<file path="src/rtl/agc_timer_pkg.sv">
// agc_timer_pkg: constants and types shared by the AGC timing core.
package agc_timer_pkg;
  localparam int TP_COUNT = 12;
  localparam logic [11:0] T12_ONEHOT = 12'h800;
  localparam int GOJAM_TICKS = 13;
  localparam logic [4:0] PIPDAT_PHASE = 5'b11000;
  typedef logic [TP_COUNT-1:0] tp_t;
  typedef enum logic [1:0] {MON_RUN, MON_HALT, MON_START} mon_state_t;
endpackage

</file>
<file path="src/rtl/agc_timer_if.sv">
// agc_timer_if: signal bundle between the AGC timing core and its environment.
// slave modport (core side): CLOCK and PIPA pulses in; MT, MGOJAM, MSTPIT_n, PIPASW,
// PIPDAT, SCALER and the PIPA accumulators out. MSTP/MSTRT exist only with AGC_MONITOR_EN.
interface agc_timer_if import agc_timer_pkg::*; #(
  parameter int SCALER_BITS = 17,
  parameter int PIPA_BITS = 15
);
  logic CLOCK;
  logic PIPAXp, PIPAXm, PIPAYp, PIPAYm, PIPAZp, PIPAZm;
`ifdef AGC_MONITOR_EN
  logic MSTP, MSTRT;
`endif
  tp_t MT;
  logic MGOJAM, MSTPIT_n, PIPASW, PIPDAT;
  logic [SCALER_BITS-1:0] SCALER;
  logic [PIPA_BITS-1:0] PIPAX, PIPAY, PIPAZ;
  modport slave (
    input CLOCK, PIPAXp, PIPAXm, PIPAYp, PIPAYm, PIPAZp, PIPAZm,
`ifdef AGC_MONITOR_EN
    input MSTP, MSTRT,
`endif
    output MT, MGOJAM, MSTPIT_n, PIPASW, PIPDAT, SCALER, PIPAX, PIPAY, PIPAZ
  );
  modport master (
    output CLOCK, PIPAXp, PIPAXm, PIPAYp, PIPAYm, PIPAZp, PIPAZm,
`ifdef AGC_MONITOR_EN
    output MSTP, MSTRT,
`endif
    input MT, MGOJAM, MSTPIT_n, PIPASW, PIPDAT, SCALER, PIPAX, PIPAY, PIPAZ
  );
endinterface

</file>
<file path="src/rtl/agc_pipa_counter.sv">
// agc_pipa_counter: one PIPA axis; synchronises p/m pulses and keeps a wrapping up/down count.
// Ports: SIM_CLK, SIM_RST_n (async, active-low), p (+1 pulse), m (-1 pulse), acc (count).
module agc_pipa_counter import agc_timer_pkg::*; #(
  parameter int W = 15
) (
  input  logic         SIM_CLK,
  input  logic         SIM_RST_n,
  input  logic         p,
  input  logic         m,
  output logic [W-1:0] acc
);
  logic [2:0] p_sync_q, p_sync_d, m_sync_q, m_sync_d;
  logic [W-1:0] acc_q, acc_d;
  logic p_rise, m_rise;
  always_comb begin
    p_sync_d = {p_sync_q[1:0], p};
    m_sync_d = {m_sync_q[1:0], m};
    p_rise = p_sync_q[1] & ~p_sync_q[2];
    m_rise = m_sync_q[1] & ~m_sync_q[2];
    // coincident up and down pulses cancel
    acc_d = (p_rise == m_rise) ? acc_q : p_rise ? acc_q + W'(1) : acc_q - W'(1);
  end
  always_ff @(posedge SIM_CLK or negedge SIM_RST_n)
    if (!SIM_RST_n) begin
      p_sync_q <= '0;
      m_sync_q <= '0;
      acc_q <= '0;
    end else begin
      p_sync_q <= p_sync_d;
      m_sync_q <= m_sync_d;
      acc_q <= acc_d;
    end
  assign acc = acc_q;
endmodule

</file>
<file path="src/rtl/agc_timer.sv">
// agc_timer: AGC timing core -- CLOCK sync, 12-phase timepulse ring, GOJAM, scaler, PIPA counts.
// Ports: SIM_CLK, SIM_RST_n (async, active-low), bus (agc_timer_if.slave).
// Optional monitor stop/start ring control is built when AGC_MONITOR_EN is defined.
module agc_timer import agc_timer_pkg::*; #(
  parameter int PRESCALE = 10,
  parameter int SCALER_BITS = 17,
  parameter int PIPA_BITS = 15
) (
  input logic SIM_CLK,
  input logic SIM_RST_n,
  agc_timer_if.slave bus
);
  localparam int PS_W = $clog2(PRESCALE);
  logic [2:0] clk_sync_q, clk_sync_d;
  logic half_q, half_d;
  tp_t mt_q, mt_d;
  logic mgojam_q, mgojam_d;
  logic [3:0] gj_cnt_q, gj_cnt_d;
  logic [PS_W-1:0] ps_q, ps_d;
  logic [SCALER_BITS-1:0] scaler_q, scaler_d;
  logic clk_rise, tick, adv, mstpit_n;
  always_comb begin
    clk_sync_d = {clk_sync_q[1:0], bus.CLOCK};
    clk_rise = clk_sync_q[1] & ~clk_sync_q[2];
    // a tick on every second synchronised CLOCK rise
    half_d = half_q ^ clk_rise;
    tick = clk_rise & half_q;
    mt_d = adv ? {mt_q[TP_COUNT-2:0], mt_q[TP_COUNT-1]} : mt_q;
    // GOJAM drops on the advance that completes the first MCT back into T01
    gj_cnt_d = (adv && mgojam_q) ? gj_cnt_q + 4'd1 : gj_cnt_q;
    mgojam_d = mgojam_q && !(adv && gj_cnt_q == 4'(GOJAM_TICKS - 1));
    ps_d = tick ? ((ps_q == PS_W'(PRESCALE - 1)) ? '0 : ps_q + PS_W'(1)) : ps_q;
    scaler_d = (tick && ps_q == PS_W'(PRESCALE - 1)) ? scaler_q + SCALER_BITS'(1) : scaler_q;
  end
  always_ff @(posedge SIM_CLK or negedge SIM_RST_n)
    if (!SIM_RST_n) begin
      clk_sync_q <= '0;
      half_q <= 1'b0;
      mt_q <= T12_ONEHOT;
      mgojam_q <= 1'b1;
      gj_cnt_q <= '0;
      ps_q <= '0;
      scaler_q <= '0;
    end else begin
      clk_sync_q <= clk_sync_d;
      half_q <= half_d;
      mt_q <= mt_d;
      mgojam_q <= mgojam_d;
      gj_cnt_q <= gj_cnt_d;
      ps_q <= ps_d;
      scaler_q <= scaler_d;
    end
`ifdef AGC_MONITOR_EN
  mon_state_t st_q, st_d;
  logic [1:0] stp_sync_q, stp_sync_d;
  logic [2:0] strt_sync_q, strt_sync_d;
  logic strt_rise;
  // MON_START is armed by MSTRT and forces one advance out of T12; RUN then
  // carries the ring round to T12, where a still-set MSTP halts it again.
  always_comb begin
    stp_sync_d = {stp_sync_q[0], bus.MSTP};
    strt_sync_d = {strt_sync_q[1:0], bus.MSTRT};
    strt_rise = strt_sync_q[1] & ~strt_sync_q[2];
    st_d = st_q;
    adv = 1'b0;
    case (st_q)
      MON_RUN:
        if (tick) begin
          if (mt_q == T12_ONEHOT && stp_sync_q[1]) st_d = MON_HALT;
          else adv = 1'b1;
        end
      MON_HALT:
        if (strt_rise) st_d = MON_START;
        else if (tick && !stp_sync_q[1]) begin
          adv = 1'b1;
          st_d = MON_RUN;
        end
      MON_START:
        if (tick) begin
          adv = 1'b1;
          st_d = MON_RUN;
        end
      default: st_d = MON_RUN;
    endcase
    mstpit_n = st_q == MON_RUN;
  end
  always_ff @(posedge SIM_CLK or negedge SIM_RST_n)
    if (!SIM_RST_n) begin
      st_q <= MON_RUN;
      stp_sync_q <= '0;
      strt_sync_q <= '0;
    end else begin
      st_q <= st_d;
      stp_sync_q <= stp_sync_d;
      strt_sync_q <= strt_sync_d;
    end
`else
  always_comb begin
    adv = tick;
    mstpit_n = 1'b1;
  end
`endif
  assign bus.MT = mt_q;
  assign bus.MGOJAM = mgojam_q;
  assign bus.MSTPIT_n = mstpit_n;
  assign bus.SCALER = scaler_q;
  assign bus.PIPASW = scaler_q[4];
  assign bus.PIPDAT = scaler_q[4:0] == PIPDAT_PHASE;
  agc_pipa_counter #(.W(PIPA_BITS)) u_pipa_x (.SIM_CLK(SIM_CLK), .SIM_RST_n(SIM_RST_n), .p(bus.PIPAXp), .m(bus.PIPAXm), .acc(bus.PIPAX));
  agc_pipa_counter #(.W(PIPA_BITS)) u_pipa_y (.SIM_CLK(SIM_CLK), .SIM_RST_n(SIM_RST_n), .p(bus.PIPAYp), .m(bus.PIPAYm), .acc(bus.PIPAY));
  agc_pipa_counter #(.W(PIPA_BITS)) u_pipa_z (.SIM_CLK(SIM_CLK), .SIM_RST_n(SIM_RST_n), .p(bus.PIPAZp), .m(bus.PIPAZm), .acc(bus.PIPAZ));
endmodule

</file>
<file path="src/flat_wrapper.sv">
// flat-port wrapper written by rule: the top's interface ports become plain ports
module agc_timer_flat import agc_timer_pkg::*;
#(
  parameter int PRESCALE = 10,
  parameter int SCALER_BITS = 17,
  parameter int PIPA_BITS = 15
)
  (SIM_CLK, SIM_RST_n, bus_CLOCK, bus_PIPAXp, bus_PIPAXm, bus_PIPAYp, bus_PIPAYm, bus_PIPAZp, bus_PIPAZm, bus_MT, bus_MGOJAM, bus_MSTPIT_n, bus_PIPASW, bus_PIPDAT, bus_SCALER, bus_PIPAX, bus_PIPAY, bus_PIPAZ);
  agc_timer_if #(.SCALER_BITS(SCALER_BITS), .PIPA_BITS(PIPA_BITS)) bus_i ();
  input logic SIM_CLK;
  input logic SIM_RST_n;
  input wire logic [$bits(bus_i.CLOCK)-1:0] bus_CLOCK;
  input wire logic [$bits(bus_i.PIPAXp)-1:0] bus_PIPAXp;
  input wire logic [$bits(bus_i.PIPAXm)-1:0] bus_PIPAXm;
  input wire logic [$bits(bus_i.PIPAYp)-1:0] bus_PIPAYp;
  input wire logic [$bits(bus_i.PIPAYm)-1:0] bus_PIPAYm;
  input wire logic [$bits(bus_i.PIPAZp)-1:0] bus_PIPAZp;
  input wire logic [$bits(bus_i.PIPAZm)-1:0] bus_PIPAZm;
  output wire logic [$bits(bus_i.MT)-1:0] bus_MT;
  output wire logic [$bits(bus_i.MGOJAM)-1:0] bus_MGOJAM;
  output wire logic [$bits(bus_i.MSTPIT_n)-1:0] bus_MSTPIT_n;
  output wire logic [$bits(bus_i.PIPASW)-1:0] bus_PIPASW;
  output wire logic [$bits(bus_i.PIPDAT)-1:0] bus_PIPDAT;
  output wire logic [$bits(bus_i.SCALER)-1:0] bus_SCALER;
  output wire logic [$bits(bus_i.PIPAX)-1:0] bus_PIPAX;
  output wire logic [$bits(bus_i.PIPAY)-1:0] bus_PIPAY;
  output wire logic [$bits(bus_i.PIPAZ)-1:0] bus_PIPAZ;
  assign bus_i.CLOCK = bus_CLOCK;
  assign bus_i.PIPAXp = bus_PIPAXp;
  assign bus_i.PIPAXm = bus_PIPAXm;
  assign bus_i.PIPAYp = bus_PIPAYp;
  assign bus_i.PIPAYm = bus_PIPAYm;
  assign bus_i.PIPAZp = bus_PIPAZp;
  assign bus_i.PIPAZm = bus_PIPAZm;
  assign bus_MT = bus_i.MT;
  assign bus_MGOJAM = bus_i.MGOJAM;
  assign bus_MSTPIT_n = bus_i.MSTPIT_n;
  assign bus_PIPASW = bus_i.PIPASW;
  assign bus_PIPDAT = bus_i.PIPDAT;
  assign bus_SCALER = bus_i.SCALER;
  assign bus_PIPAX = bus_i.PIPAX;
  assign bus_PIPAY = bus_i.PIPAY;
  assign bus_PIPAZ = bus_i.PIPAZ;
  agc_timer #(.PRESCALE(PRESCALE), .SCALER_BITS(SCALER_BITS), .PIPA_BITS(PIPA_BITS)) u_core (.SIM_CLK(SIM_CLK), .SIM_RST_n(SIM_RST_n), .bus(bus_i));
endmodule
</file>
<file path="config.mk">
export PLATFORM = sky130hd
export DESIGN_NAME = agc_timer_flat
export DESIGN_NICKNAME = d
export VERILOG_FILES = /design/src/rtl/agc_timer_pkg.sv /design/src/rtl/agc_timer_if.sv /design/src/rtl/agc_pipa_counter.sv /design/src/rtl/agc_timer.sv /design/src/flat_wrapper.sv
export SDC_FILE = /design/constraint.sdc
export NUM_CORES = 1
export LEC_CHECK = 0
export CAP_MARGIN = 5
export CORE_MARGIN = 2
export CORE_UTILIZATION = 45
export DETAILED_ROUTE_END_ITERATION = 8
export PLACE_DENSITY = 0.65
export SKIP_CTS_REPAIR_TIMING = 1
export SLEW_MARGIN = 20
export SYNTH_ARGS = -nofsm -noshare
export SYNTH_HDL_FRONTEND = slang
export SYNTH_HIERARCHICAL = 1
export SYNTH_SLANG_ARGS = --single-unit
</file>
<file path="constraint.sdc">
create_clock -name SIM_CLK -period 6.1 [get_ports SIM_CLK]
set_input_delay 1.22 -clock SIM_CLK [delete_from_list [all_inputs] [get_ports SIM_CLK]]
set_output_delay 1.22 -clock SIM_CLK [all_outputs]
set_load 0.02 [all_outputs]
</file>
# Yosys cells after proc, flatten, opt, wreduce, memory -nomap -nowiden
# Cells that the tools add are included.
# word_totals
register_bits,105
latch_bits,0
ramBits,0
mem_bits_ro,0
input_bits,9
output_inout_bits,78
wordCells,56
memories,0
# classes
add_sub_neg,9
multipliers,0
div_mod_pow,0
magnitude_cmp,0
n_eq_ne,6
shifts,0
muxes,4
bitwise,16
n_reduce_logical,5
# op_table
op,n
"adder 15 x 1 -> 15 bit, second input constant",3
two-way mux 15 bit,3
"subtractor 15 x 1 -> 15 bit, second input constant",3
"adder 17 x 1 -> 17 bit, second input constant",1
"adder 4 x 1 -> 4 bit, second input constant",2
bitwise AND 1 bit,8
"== test 4 bit, second input constant",2
inverter 1 bit,7
"== test 5 bit, second input constant",1
logical AND 1 bit,4
two-way mux 4 bit,1
== test 1 bit,3
zero test 1 bit,1
bitwise XOR 1 bit,1

# Depth between registers and ports, before layout
# Gate-level depths: netlist of the first run.
# depth
depth_word,6
ltp_mapped,9
ltp_nobuf,9

# Cells and area by module
# The synthesis of the first run kept the hierarchy.
# modules_own_cells
mod,n_inst,cells_each,area_each_um2,seq_area_each_um2
agc_pipa_counter at u_core.u_pipa_y ...,2,166,1521.5,525.5
agc_timer,1,143,1835.5,1053.5
agc_pipa_counter at u_core.u_pipa_x,1,146,1417.6,525.5

# Least setup slack after synthesis of the first run
# No wires, ideal clock.
# synth_timing
kind,register to register
startpoint,register u_core.u_pipa_x.p_sync_q[1]
endpoint,"register u_core.u_pipa_x.acc_q[14], in the netlist u_core/u_pipa_x/acc[14]"
setup_ns,0.080
arrival_ns,2.525
required_time_ns,6.020
path_slack_ns,3.495
path_stages_with_launch,10
path_buffers,0
synth_period_minus_slack_ns,2.605
cell_sequence,dfrtp_1 nand2b_1 inv_1 fa_1 nand2b_1 a21oi_2 o2111ai_2 and3b_4 mux2_4 nor3_2
# synth_via
elab_chain_len,2
word_cells_on_any_way,3
classes_between,eq/ne (1); mux (1); bitwise (1)
# synth_rtl
element,line,source
"start, declared",agc_pipa_counter.sv:12,"logic [2:0] p_sync_q, p_sync_d, m_sync_q, m_sync_d;"
"start signal, assigned",agc_pipa_counter.sv:29,p_sync_q <= p_sync_d;
bitwise AND 1 bit (*),agc_pipa_counter.sv:18,p_rise = p_sync_q[1] & ~p_sync_q[2];
two-way mux 15 bit / == test 1 bit (equally long branches),agc_pipa_counter.sv:21,acc_d = (p_rise == m_rise) ? acc_q : p_rise ? acc_q + W'(1) : acc_q - W'(1);
"end signal, assigned",agc_pipa_counter.sv:27,acc_q <= '0;
"end signal, assigned",agc_pipa_counter.sv:31,acc_q <= acc_d;
"end, declared",agc_pipa_counter.sv:13,"logic [W-1:0] acc_q, acc_d;"
# Mark *: on every way between the ends. The rest lies on a longest branch, timed or not.
# A chain may end at the register's enable or synchronous reset.

# Worst setup path after layout of the first run
# layout_timing
startpoint,"register u_core.scaler_q[0], in the netlist u_core/bus.SCALER[0]"
endpoint,output port bus_PIPDAT
# layout_via
elab_chain_len,1
# layout_rtl
element,line,source
"start, declared",agc_timer.sv:20,"logic [SCALER_BITS-1:0] scaler_q, scaler_d;"
"start signal, assigned",agc_timer.sv:51,scaler_q <= scaler_d;
== test 5 bit,agc_timer.sv:108,assign bus.PIPDAT = scaler_q[4:0] == PIPDAT_PHASE;
"end, declared",flat_wrapper.sv:23,output wire logic [$bits(bus_i.PIPDAT)-1:0] bus_PIPDAT;
# No other way between the ends.

==> impl_metrics.json, run 1 <==
{
  "status": "finished, final reports clean",
  "dieArea_um2": 15000,
  "initial_core_util_pct": 45.7,
  "synth_nets": 683,
  "first_iter_violations": 361,
  "synth_cell_types": 69,
  "via_per_inst": 5.55,
  "place.gp.congestion": 0.908,
  "drc": 0,
  "clock_latency_ns": 0.35,
  "timing.fmax_mhz": 328,
  "yosys_warnings": 6,
  "grt.overflow.total": 0,
  "fin_setup_tns_ns": 0,
  "syn_inst": 621,
  "h-tree-depth": 3,
  "die_w_um": 122,
  "first_global_vias": 4793,
  "layout-drive-gt1-share_pct": 9.26,
  "die_y_um": 122,
  "cts_buffers": 9,
  "syn_avg_cell_area_um2": 10.1,
  "core_um2": 13800,
  "worst_pin_slew_ns": 1.08,
  "synthToLayoutAreaGrowth_pct": 20.2,
  "fp-row-count": 43,
  "diodes": 0,
  "first_pass_iters": 4,
  "timing.final.crit_share_pct": 50.0,
  "multi_input_area_um2": 3460,
  "end_kind": "output pin",
  "nNetsFinal": 760,
  "slew_violations": 0,
  "via_count": 4898,
  "grt_usage_pct": 18.8,
  "slew_headroom_pct": 27.7,
  "synthesis.area_um2": 6300,
  "worstPathArrival_ns": 1.83,
  "async_reset_ff_share_pct": 100,
  "ioPinCount": 87,
  "place_inst": 867,
  "cts_buffer_depth": 2,
  "cap_violations": 0,
  "grt_pass1_wl_um": 22400,
  "cts-root-buf": "clkbuf_16",
  "crit_type": "reg -> out",
  "hold_violations": 0,
  "cts.sinks": 105,
  "portBuffers": 85,
  "path_clk_slew_ns": 0.07,
  "seq_area_frac_synth_pct": 41.8,
  "skew_ns": 0.00809,
  "wl_um": 13400,
  "critPathMaxFanout": 4,
  "drtAntennaViolNets": 0,
  "wl_per_cell_um": 15.1,
  "synth_edf_count": 0,
  "synth_ff_type": "dfrtp_1",
  "cp_data_required_time_ns": 4.88,
  "p_total_uw": 3690,
  "dpl.hpwl_um": 9340,
  "fillers": 1271,
  "powerDensity_nw_per_um2": 487,
  "holdCritPathClass": "reg -> reg",
  "cts_tree": "built",
  "start_kind": "register",
  "finalCriticalPeriod_ns": 3.05,
  "rsz0062_at_grt": "false",
  "regArea_um2": 2630,
  "antenna_found_initial": 0,
  "p_leak_uw": 0.00331,
  "setup_viol": 0,
  "grt_max_degree": 67,
  "finalNonFillerCells": 882,
  "ys_ff_latch": 105,
  "ir_worst_vdd_v": 0.000298,
  "fin_hold_ws_ns": 0.351
}
## cell type report
cell class / instances / share of cell area, %
multi-input cells: 468 / 45.7
repair buffers: 87 / 11.4
clock buffers: 9 / 2.98
inverters: 27 / 1.34
well taps: 180 / 2.98
clock inverters: 6 / 0.893
flip-flops and latches: 105 / 34.7
## critical path, cell delays in order (launching register included)
cell	delay [ns]
dfrtp_1	0.43
inv_1	0.10
ha_1	0.14
nor3b_1	0.17
clkdlybuf4s50_1	0.64
## flip-flops by register name, summed over array words and instances (netlist names), 4 cells and up
name and flops:
u_core/bus.MT 12, u_core/bus.SCALER 17, u_core/gj_cnt_q 4, u_core/ps_q 4, u_core/u_pipa_x/acc 15, u_core/u_pipa_y/acc 15
u_core/u_pipa_z/acc 15
## placed cells by master (no fill, tap or decap), drive strengths merged, types with 7 or more instances in the layout
master	instances
nand2b	11
ha	50
a21o	17
nor2	50
o211ai	7
nand2	49
nand3	17
o21ai	27
nor3	14
a21oi	38
o2111ai	7
inv	29
clkbuf	9
o31ai	7
nand4	13
nor2b	10
dfrtp	103
xor2	22
mux2	14
xnor2	29
clkdlybuf4s50	84
and2	8
## where the power goes
| part | internal [µW] | leakage (µW) | switching [µW] | total [µW] |
|---|---|---|---|---|
| combinational | 917 | 0.00188 | 1110 | 2030 |
| sequential | 875 | 0.00129 | 192 | 1070 |
| clock | 319 | 0.000138 | 274 | 593 |
| total | 2110 | 0.00331 | 1580 | 3690 |
## worst paths after layout
check | startpoint | endpoint | slack [ns] | depth (start not counted)
max | u_core/bus.SCALER[0] | bus_PIPDAT | 3.05 | 4
min | u_core/u_pipa_z/p_sync_q[0] | u_core/u_pipa_z/p_sync_q[1] | 0.35 | 0
max reg2reg | u_core/u_pipa_x/p_sync_q[1] | u_core/u_pipa_x/acc[14] | 3.16 | 9
min reg2reg | u_core/u_pipa_z/p_sync_q[0] | u_core/u_pipa_z/p_sync_q[1] | 0.35 | 0
max in group asynchronous | SIM_RST_n | u_core/clk_sync_q[2] | 4.08 | 2
min in group asynchronous | SIM_RST_n | u_core/u_pipa_y/acc[7] | 0.98 | 1
## per-stage QoR
stage	setup slack, ns	utilization [%]	instance area [µm²]
after global routing	2.96	55.0	7570
after global placement	3.22	52.8	7280
final	3.05	55.0	7570
after CTS	3.02	55.0	7570
after floorplan	3.49	-	6300
after detailed placement	3.18	52.8	7280
## kinds of logic after synthesis
group,synth area share [%]
AO/OA/AOI/OAI,16.6
XOR/XNOR,7.45
multiplexers,2.56
flip-flops,41.8
adder cells (fa/ha/maj),10.9
buffers and inverters,3.32
other,0.0596
AND/OR/NAND/NOR,17.3
## per-layer routing
metal  global-route usage, %  share of wire [%]  vias to the layer above
met3                    5.20                5.9                       19
met1                    25.0                 47                     2354
met4                    7.18                1.8                        0
li1                        -                  -                     2399
met5                       0                  0                        -
met2                    29.2                 46                      126
## Yosys cell counts, types with 4 or more instances
master	instances	area, µm²
xor2_1	22	193
nand2b_1	11	68.8
nor2b_1	10	62.6
o31ai_1	5	37.5
a21o_1	16	120
a21oi_1	35	175
and2_1	6	37.5
ha_1	50	626
nand3_1	17	85.1
o21ai_0	27	135
nor3_1	13	65.1
clkbuf_1	4	15.0
and3_1	4	25.0
nand4_1	13	81.3
a41oi_1	5	43.8
inv_1	27	101
dfrtp_1	103	2580
xnor2_1	26	228
nor2_1	50	188
o211ai_1	4	30.0
a31oi_1	6	37.5
a221oi_1	4	35.0
o21a_1	5	37.5
buf_2	14	70.1
nand2_1	47	176
o2111ai_1	6	52.6
mux2_2	13	146
No activity file was read; power rests on OpenSTA's default activity.
==> run 2: changes to the inputs <==
- PLACE_DENSITY: 0.65 -> 0.67
- clock period: 6.1 -> 2.7 ns (I/O delays scaled with it)
==> impl_metrics.json, run 2 (synthesized netlist as in run 1, its figures left out) <==
{
  "drtAntennaViolNets": 0,
  "nNetsFinal": 785,
  "worstPathArrival_ns": 2.74,
  "grt.overflow.total": 0,
  "powerDensity_nw_per_um2": 1090,
  "finalCriticalPeriod_ns": 2.47,
  "timing.fmax_mhz": 405,
  "ioPinCount": 87,
  "cts_tree": "built",
  "critPathMaxFanout": 8,
  "mostFrequentLayoutCell": "dfrtp_1",
  "cts.sinks": 105,
  "first_pass_iters": 4,
  "slowest_delay_ns": 0.36,
  "path_delay_family": "simple AND/OR/NAND/NOR gates",
  "via_per_inst": 5.52,
  "dpl.hpwl_um": 10100,
  "grt_max_degree": 39,
  "first_iter_violations": 295,
  "wl_um": 13800,
  "end_kind": "register",
  "grt_usage_pct": 19.6,
  "ir_worst_vdd_v": 0.000672,
  "grt_pass1_wl_um": 23600,
  "worst_pin_slew_ns": 0.599,
  "via_count": 5010,
  "wl_per_cell_um": 15.1,
  "synthToLayoutAreaGrowth_pct": 24.0,
  "core_um2": 13800,
  "hold_violations": 0,
  "slew_violations": 0,
  "slowest_stage": "dfrtp_1",
  "crit_type": "reg -> reg",
  "p_leak_uw": 0.00345,
  "cp_data_required_time_ns": 2.97,
  "first_global_vias": 5072,
  "drc": 0,
  "slew_headroom_pct": 59.9,
  "start_kind": "register",
  "cap_violations": 0,
  "fp-row-count": 43,
  "diodes": 0,
  "fin_setup_tns_ns": 0,
  "rsz0062_at_grt": "false",
  "largest_reg_flops": 17,
  "dieArea_um2": 15000,
  "path_clk_slew_ns": 0.07,
  "regToRegSetupSlack_ns": 0.23,
  "place.gp.congestion": 0.880,
  "holdCritPathClass": "in -> async",
  "utilization_pct": 56.7,
  "cp_cell_sequence": "nand2b_2, ha_1, a21o_1, or3_1, o2111ai_2, and3b_4, mux2_4, nor3_2",
  "final_cell_mix": "dfrtp_1, clkdlybuf4s50_1, nor2_1, ha_1, nand2_1",
  "skew_ns": 0.0106,
  "portBuffers": 85,
  "die_y_um": 122,
  "clock_latency_ns": 0.35,
  "die_w_um": 122,
  "status": "finished, final reports clean",
  "timing.final.crit_share_pct": 91.4,
  "cts_buffers": 9,
  "h-tree-depth": 3,
  "cts_buffer_depth": 2,
  "antenna_found_initial": 0,
  "initial_core_util_pct": 45.7,
  "cts-root-buf": "clkbuf_16",
  "layout-drive-gt1-share_pct": 13.0,
  "setup_viol": 0,
  "cp.buffers_inverters": 0
}
[run 2: worst paths after layout]
path / from / end / depth (start not counted)
max in group asynchronous: SIM_RST_n / u_core/bus.MT[11] / 2
worst min register to register: u_core/clk_sync_q[0] / u_core/clk_sync_q[1] / 0
worst max register to register: u_core/u_pipa_x/p_sync_q[2] / u_core/u_pipa_x/acc[14] / 8
worst min-delay path: SIM_RST_n / u_core/u_pipa_y/acc[11] / 1
min in group SIM_CLK: u_core/clk_sync_q[0] / u_core/clk_sync_q[1] / 0
worst max-delay path: u_core/u_pipa_x/p_sync_q[2] / u_core/u_pipa_x/acc[14] / 8
[run 2: through the flow]
step / cells / worst slack (ns) / hold slack, ns / instance area [µm²] / total power [µW]
6_report: 908 / 0.232 / 0.117 / 7810 / 8480
4_1_cts: 908 / 0.131 / 0.132 / 7790 / 8500
2_1_floorplan: 621 / 0.0949 / 0.244 / 6300 / 5630
5_1_grt: 908 / 0.0475 / 0.136 / 7810 / 9190
3_5_place_dp: 892 / 0.161 / 0.338 / 7490 / 7130
3_3_place_gp: 892 / 0.255 / 0.333 / 7490 / 7040
[run 2: layer usage]
layer	share of wire [%]	GRT usage [%]	routed length, µm	vias up
li1	-	-	-	2451
met1	47	25.9	6410	2440
met2	47	31.5	6510	101
met3	4.6	3.95	637	18
met4	1.5	8.19	205	0
met5	0	0	0	-
[run 2: area by class of cell]
class                           count  area (µm²)
Clock buffer                       11         253
Clock inverter                      5        45.0
Fill cell                        1235        5960
Inverter                           27         101
Multi-Input combinational cell    468        3480
Sequential cell                   105        2630
Tap cell                          180         225
Timing Repair Buffer              112        1080
[run 2: power by group]
part / leakage (µW) / total (µW) / switching (µW) / internal, µW
combinational: 0.00202 / 4760 / 2580 / 2190
sequential: 0.00129 / 2400 / 428 / 1980
clock: 0.000145 / 1310 / 616 / 692
